`src/rtl/mac_unit_pkg.sv`:
```
// rtl/mac_unit_pkg.sv - shared constants and state encoding for the convolution MAC stage
//
// Holds the default activation width and vector length that the input
// buffer, this stage and the sequencer must agree on. It also holds the
// MAC controller state encoding.
package mac_unit_pkg;

    localparam int DEF_WIDTH     = 8;
    localparam int DEF_VECTOR    = 4;
    localparam int DEF_ACC_WIDTH = 20;

    typedef enum logic [1:0] {
        IDLE = 2'd0,
        ACC  = 2'd1,
        POST = 2'd2
    } mac_state_e;

    // A counter is at least one bit wide, so that a vector length of 1 still elaborates.
    function automatic int cnt_bits(input int n);
        return (n > 1) ? $clog2(n) : 1;
    endfunction

endpackage

```
`src/rtl/mac_unit_requant.sv`:
```
// rtl/mac_unit_requant.sv - combinational round/shift/ReLU/saturate of the accumulator
//
// Ports:
//   i_acc     : signed accumulator value, ACC_WIDTH bits
//   i_shift   : arithmetic right shift 0..15, round-half-up when non-zero
//   i_relu_en : clamp negative results to zero
//   o_out     : signed WIDTH-bit result
//   o_sat     : result was clipped to the WIDTH-bit range
module mac_unit_requant #(
    parameter int WIDTH     = 8,
    parameter int ACC_WIDTH = 20
) (
    input  logic signed [ACC_WIDTH-1:0] i_acc,
    input  logic        [3:0]           i_shift,
    input  logic                        i_relu_en,
    output logic signed [WIDTH-1:0]     o_out,
    output logic                        o_sat
);

    // One guard bit so the rounding add cannot wrap at the top of the range.
    localparam logic signed [ACC_WIDTH:0] SAT_MAX =
        {{(ACC_WIDTH-WIDTH+2){1'b0}}, {(WIDTH-1){1'b1}}};
    localparam logic signed [ACC_WIDTH:0] SAT_MIN =
        {{(ACC_WIDTH-WIDTH+2){1'b1}}, {(WIDTH-1){1'b0}}};
    localparam logic signed [ACC_WIDTH:0] ONE =
        {{ACC_WIDTH{1'b0}}, 1'b1};

    logic signed [ACC_WIDTH:0] w_acc_ext;
    logic signed [ACC_WIDTH:0] w_half;
    logic signed [ACC_WIDTH:0] w_sum;
    logic signed [ACC_WIDTH:0] w_shifted;
    logic signed [ACC_WIDTH:0] w_relu;

    assign w_acc_ext = {i_acc[ACC_WIDTH-1], i_acc};
    assign w_half    = (i_shift == 4'd0) ? '0 : (ONE << (i_shift - 4'd1));
    assign w_sum     = w_acc_ext + w_half;
    assign w_shifted = w_sum >>> i_shift;
    assign w_relu    = (i_relu_en && w_shifted[ACC_WIDTH]) ? '0 : w_shifted;

    always_comb begin
        o_out = w_relu[WIDTH-1:0];
        o_sat = 1'b0;
        if (w_relu > SAT_MAX) begin
            o_out = SAT_MAX[WIDTH-1:0];
            o_sat = 1'b1;
        end else if (w_relu < SAT_MIN) begin
            o_out = SAT_MIN[WIDTH-1:0];
            o_sat = 1'b1;
        end
    end

endmodule

```
`src/rtl/mac_unit.sv`:
```
// rtl/mac_unit.sv - signed multiply-accumulate stage with bias, requantize, ReLU and saturation
//
// Ports:
//   i_clk, i_rst_n : clock (rising edge), asynchronous active-low reset
//   i_start        : begin a dot product (honoured only in IDLE); samples bias/shift/relu
//   i_clr          : synchronous abort to IDLE, no result produced
//   i_in_valid     : i_in/i_w carry a beat this cycle
//   i_in, i_w      : signed activation and weight
//   i_bias         : signed 16-bit bias
//   i_shift        : requantize shift 0..15
//   i_relu_en      : clamp negative results to zero
//   o_out          : signed result, held until the next result
//   o_out_valid    : one-cycle strobe marking a new o_out
//   o_sat          : o_out was clipped to range
//   o_busy         : high while accumulating or post-processing
module mac_unit
    import mac_unit_pkg::*;
#(
    parameter int WIDTH     = DEF_WIDTH,
    parameter int VECTOR    = DEF_VECTOR,
    parameter int ACC_WIDTH = DEF_ACC_WIDTH
) (
    input  logic                    i_clk,
    input  logic                    i_rst_n,
    input  logic                    i_start,
    input  logic                    i_clr,
    input  logic                    i_in_valid,
    input  logic signed [WIDTH-1:0] i_in,
    input  logic signed [WIDTH-1:0] i_w,
    input  logic signed [15:0]      i_bias,
    input  logic        [3:0]       i_shift,
    input  logic                    i_relu_en,
    output logic signed [WIDTH-1:0] o_out,
    output logic                    o_out_valid,
    output logic                    o_sat,
    output logic                    o_busy
);

    localparam int CNT_W = cnt_bits(VECTOR);
    localparam logic [CNT_W-1:0] LAST_BEAT = CNT_W'(VECTOR - 1);

    mac_state_e r_state;
    mac_state_e w_state_next;

    logic signed [ACC_WIDTH-1:0] r_acc;
    logic        [CNT_W-1:0]     r_cnt;
    logic        [3:0]           r_shift;
    logic                        r_relu_en;

    logic                        w_load;
    logic                        w_beat;
    logic                        w_emit;

    logic signed [2*WIDTH-1:0]   w_prod;
    logic signed [ACC_WIDTH-1:0] w_prod_ext;
    logic signed [ACC_WIDTH-1:0] w_bias_ext;
    logic signed [WIDTH-1:0]     w_rq_out;
    logic                        w_rq_sat;

    assign w_prod     = i_in * i_w;
    assign w_prod_ext = {{(ACC_WIDTH-2*WIDTH){w_prod[2*WIDTH-1]}}, w_prod};
    assign w_bias_ext = {{(ACC_WIDTH-16){i_bias[15]}}, i_bias};

    assign o_busy = (r_state != IDLE);

    mac_unit_requant #(
        .WIDTH     (WIDTH),
        .ACC_WIDTH (ACC_WIDTH)
    ) u_requant (
        .i_acc     (r_acc),
        .i_shift   (r_shift),
        .i_relu_en (r_relu_en),
        .o_out     (w_rq_out),
        .o_sat     (w_rq_sat)
    );

    always_ff @(posedge i_clk or negedge i_rst_n) begin
        if (!i_rst_n) begin
            r_state <= IDLE;
        end else begin
            r_state <= w_state_next;
        end
    end

    // Clear overrides every action, so the load, beat and emit strobes are all gated by i_clr.
    always_comb begin
        w_state_next = r_state;
        w_load       = 1'b0;
        w_beat       = 1'b0;
        w_emit       = 1'b0;
        if (i_clr) begin
            w_state_next = IDLE;
        end else begin
            case (r_state)
                IDLE: begin
                    if (i_start) begin
                        w_load       = 1'b1;
                        w_state_next = ACC;
                    end
                end
                ACC: begin
                    if (i_in_valid) begin
                        w_beat = 1'b1;
                        if (r_cnt == LAST_BEAT) begin
                            w_state_next = POST;
                        end
                    end
                end
                POST: begin
                    w_emit       = 1'b1;
                    w_state_next = IDLE;
                end
                default: begin
                    w_state_next = IDLE;
                end
            endcase
        end
    end

    always_ff @(posedge i_clk or negedge i_rst_n) begin
        if (!i_rst_n) begin
            r_acc       <= '0;
            r_cnt       <= '0;
            r_shift     <= '0;
            r_relu_en   <= 1'b0;
            o_out       <= '0;
            o_out_valid <= 1'b0;
            o_sat       <= 1'b0;
        end else begin
            o_out_valid <= w_emit;
            if (w_load) begin
                r_acc     <= w_bias_ext;
                r_cnt     <= '0;
                r_shift   <= i_shift;
                r_relu_en <= i_relu_en;
            end
            if (w_beat) begin
                r_acc <= r_acc + w_prod_ext;
                r_cnt <= r_cnt + CNT_W'(1);
            end
            if (w_emit) begin
                o_out <= w_rq_out;
                o_sat <= w_rq_sat;
            end
        end
    end

endmodule
```
`config.mk`:
```
export PLATFORM = sky130hd
export DESIGN_NAME = mac_unit
export DESIGN_NICKNAME = d
export VERILOG_FILES = /design/src/rtl/mac_unit_pkg.sv /design/src/rtl/mac_unit_requant.sv /design/src/rtl/mac_unit.sv
export SDC_FILE = /design/constraint.sdc
export NUM_CORES = 1
export LEC_CHECK = 0
export CORE_AREA = 10 10 169 171
export DETAILED_ROUTE_END_ITERATION = 12
export DIE_AREA = 0 0 179 181
export REMOVE_ABC_BUFFERS = 1
export SYNTH_ARGS = -nofsm -noshare
export SYNTH_HDL_FRONTEND = slang
export SYNTH_HIERARCHICAL = 1
export SYNTH_SLANG_ARGS = --single-unit
```
`constraint.sdc`:
```
create_clock -name i_clk -period 6.5 [get_ports i_clk]
set_input_delay 1.3 -clock i_clk [delete_from_list [all_inputs] [get_ports i_clk]]
set_output_delay 1.3 -clock i_clk [all_outputs]
set_load 0.005 [all_outputs]
```
==> summary.md <==
| Metric | Value |
|---|---|
| Initial antenna violation count | 0 |
| Worst slack at placement | 0.108 ns |
| Core box area | 0.0250 mm² |
| DRC | 0 |
| Final worst setup slack | about 0.43 ns |
| Worst setup path class | in -> reg |
| P_sw | 0.00294 W |
| Most used DFF post-synth | dfrtp_1 |
| Worst relative slew slack | 0.303 |
| Status | complete, no violations |
| HP Class | reg -> reg |
| # nets final | 1194 |
| Global Route Usage Sum | 0.142 |
| Post CTS Setup Buffer Count | 0 |
| Maximum VDD drop | 410 µV |
| Arr. time, crit path | 6.24 ns |
| Initial core utilization | 0.325 |
| Crit-path leading delay family | adder cells |
| Detailed Place HPWL | roughly 18 mm |
| CTS Sinks | 39 |
| Crit-path max cell delay | around 0.56 ns |
| Min Tclk post-route | 6.07 ns |
| WL/cell | 16.6 µm |
| Syn Area/Cell | 8.48 µm² |
| Register area share after synthesis | 0.120 |
| Crit share post-route | 0.934 |
| Diodes inserted | 0 |
| Die Area | 0.0324 mm² |
| Hold-fix buffer count after cts | 0 |
| Startpoint types | input port |
| Die X | 179 µm |
| Post-route setup TNS | 0 ns |
| Clock share of power | 0.046 |
| Total power | 0.00538 W |
| Largest net degree at the start of global routing | 40 |
| Clock latency on the worst-skew pair | approximately 0.30 ns |
| Slew Limit Fails | 0 |
| Post-synth EDFFs | 0 |
| Die height | ~180 µm |
| Grt total ovfl | 0 |
| WHS Endpoint | o_out[3]$_DFFE_PN0P_ |
| Crit Path Max Fanout | 8 |
| Clock Pin Slew Worst Setup and Hold Paths | 0.06 ns |
| Cts repair resizes | 0 |
| Crit path cell chain | clkdlybuf4s50_1 > nand2_1 > inv_1 > fa_1 > inv_1 > fa_1 > inv_1 > fa_1 > fa_1 > ha_1 > ha_1 > a21oi_4 > nor2_1 > a211oi_4 > o21ai_2 > a2111oi_4 > a211oi_2 |
| Routed Antenna Nets | 0 |
| Row cnt | 58 |
| CP required | 6.67 ns |
| Final core occ | 0.367 |
| Syn Std Cell Area | 0.00815 mm² |
| 1st-iter DRT viols | 520 |
| Post-synthesis register bit count | 39 |
| Synth unique cells | 96 |
| CTS H-tree lvls | 2 |
| CTS buffer count | 5 |
| FF-to-FF path depth | 16 |
| Vias | 7068 |
| CP max stage cell | fa_1 |
| First-pass GRT wire length | 37.7 mm |
| Root Driver | clkbuf_16 |
| Final setup fails | 0 |
| Pleak | 4.15 nW |
| Most used cell, CP | fa_1 |
| Worst-Margin Slew | 1.05 ns |
| Setup crit end kind | register |
| Hold path cells | 1 |
| Via density per instance | 5.32 |
| Reg power frac | 0.079 |
| Gate count after technology mapping | 960 |
| Top-Level Pins | 53 |
| Drt total wl | between 20 and 25 mm |
| Skew final | ~0.0093 ns |
| Hold_sp | o_out[3]$_DFFE_PN0P_ |
| Layout Area Growth over Synthesis | 12.9% |
| Asr flop ratio synth | 1.00 |
| RSZ-0062 raised after global routing | false |
| Power per cell area | 585 mW/mm² |
| Vias in the first global route | around 7200 |
| Sw frac | 0.546 |
| Reg2reg end | o_out[6]$_DFFE_PN0P_ |
| Flop-to-flop setup slack | 1.26 ns |
| Max Cap Violations | 0 |
| Worst-case clock buffer depth | 2 |
| PortBufs | 52 |
| GPL Wtd Cong | between 0.9 and 1 |
| TritonRoute pass-1 iters | 5 |
| Fmax | 0.165 GHz |
| Proportion of layout cells with a drive suffix above 1 | 0.0851 |
| Crit Reg-Reg Startpoint | r_shift[0]$_DFFE_PN0P_ |
| WP buf/inv | 4 |
| Internal cell power | 0.00244 W |
| Comb pwr share | 0.875 |
| Endpoints failing hold | 0 |
| YS warnings | 6 |
| CTS tree | done |
-- per-layer routing --
metal / GRT usage / routed length (µm) / vias to the layer above
met1: 0.188 / 9950 / 3441
met2: 0.237 / 10800 / 179
met4: 0.0318 / 264 / 0
met5: 0 / 0 / -
li1: - / - / 3431
met3: 0.0190 / 1070 / 17
-- cell families after synthesis --
group,after synthesis,synth area share
compound gates,238,0.226
xor+xnor,25,0.0269
fa+ha+maj,152,0.316
buf+inv,147,0.0727
flops,39,0.120
mux,27,0.0404
other cells,1,0.000460
simple gates,331,0.198
-- cells in the mapped netlist, drive strengths merged, types with 9 or more instances --
cell	instances	share of area
nor3	26	0.017
and2	42	0.033
a31oi	22	0.018
o21a	9	0.0084
a21oi	58	0.039
nand2	119	0.055
nand3	27	0.018
a21o	18	0.017
inv	105	0.048
mux2	11	0.015
mux2i	14	0.019
o21ai	37	0.024
a221oi	9	0.016
ha	63	0.097
nor2	66	0.031
a211oi	22	0.026
dfrtp	39	0.12
clkbuf	16	0.0075
buf	24	0.016
nand4	10	0.0095
xnor2	18	0.019
fa	89	0.22
-- registers in the layout, indices dropped and copies added (netlist names) --
name	count
r_state	2
r_shift	4
o_out	8
o_sat	1
o_out_valid	1
r_acc	20
r_cnt	2
r_relu_en	1
-- through the flow --
stage	instances	instance area [µm²]	hold slack (ns)
after detailed placement	1323	9060	0.492
final	1329	9200	0.503
after global routing	1329	9200	0.516
after floorplan	920	7960	0.468
after CTS	1329	9200	0.509
after global placement	1323	9060	0.489
-- final cells by class --
class                           count  area, µm²
Fill cell                        2599      15800
Multi-Input combinational cell    774       6590
Sequential cell                    39        976
Timing Repair Buffer               73        686
Tap cell                          330        413
Inverter                          107        402
Clock buffer                        5        125
Clock inverter                      1       7.51
-- worst max-delay path by stage --
stage	from	endpoint	slack [ns]	cells after the start
final	i_in[7]	r_acc[17]$_DFFE_PN0P_	0.43	17
after global routing	i_in[7]	r_acc[17]$_DFFE_PN0P_	0.12	17
after CTS	i_in[7]	r_acc[17]$_DFFE_PN0P_	0.40	17
after detailed placement	i_in[7]	r_acc[17]$_DFFE_PN0P_	0.11	17
after global placement	i_in[7]	r_acc[17]$_DFFE_PN0P_	0.16	16
after floorplan	i_in[7]	r_acc[17]$_DFFE_PN0P_	0.71	15
-- layout by cell type (no fill, tap or decap), types with 7 or more instances in the layout --
| cell type | n |
|---|---|
| nand2_1 | 118 |
| inv_1 | 105 |
| fa_1 | 89 |
| nor2_1 | 65 |
| ha_1 | 63 |
| a21oi_1 | 52 |
| clkdlybuf4s50_1 | 51 |
| and2_1 | 41 |
| dfrtp_1 | 39 |
| o21ai_0 | 31 |
| nand3_1 | 26 |
| nor3_1 | 25 |
| a31oi_1 | 20 |
| buf_4 | 20 |
| xnor2_1 | 18 |
| a21o_1 | 17 |
| a211oi_1 | 16 |
| mux2i_1 | 13 |
| mux2_2 | 11 |
| nand4_1 | 9 |
| o21a_1 | 8 |
| xor2_1 | 7 |
| o211ai_1 | 7 |
| or3_1 | 7 |
-- worst reg2reg max path: stages, from the launching register on --
cell	delay, ns
dfrtp_1	0.64
inv_1	0.30
nand2_1	0.32
nor2_1	0.11
ha_1	0.53
and4_1	0.30
nand2_1	0.22
a2111oi_4	0.47
nor3_1	0.13
a221oi_2	0.52
a211oi_1	0.11
a211oi_1	0.42
and4bb_1	0.24
a31oi_1	0.23
o21a_2	0.24
o21ai_1	0.09
mux2_2	0.27
-- power groups by stage --
| stage | sequential [W] | clock, W | combinational, W |
|---|---|---|---|
| after floorplan | 0.000403 | 0 | 0.00370 |
| after global placement | 0.000435 | 0 | 0.00465 |
| after detailed placement | 0.000434 | 0 | 0.00472 |
| after CTS | 0.000431 | 0.000255 | 0.00474 |
| after global routing | 0.000442 | 0.000262 | 0.00535 |
| final | 0.000425 | 0.000247 | 0.00471 |
Power figures use the tool's default switching activity.
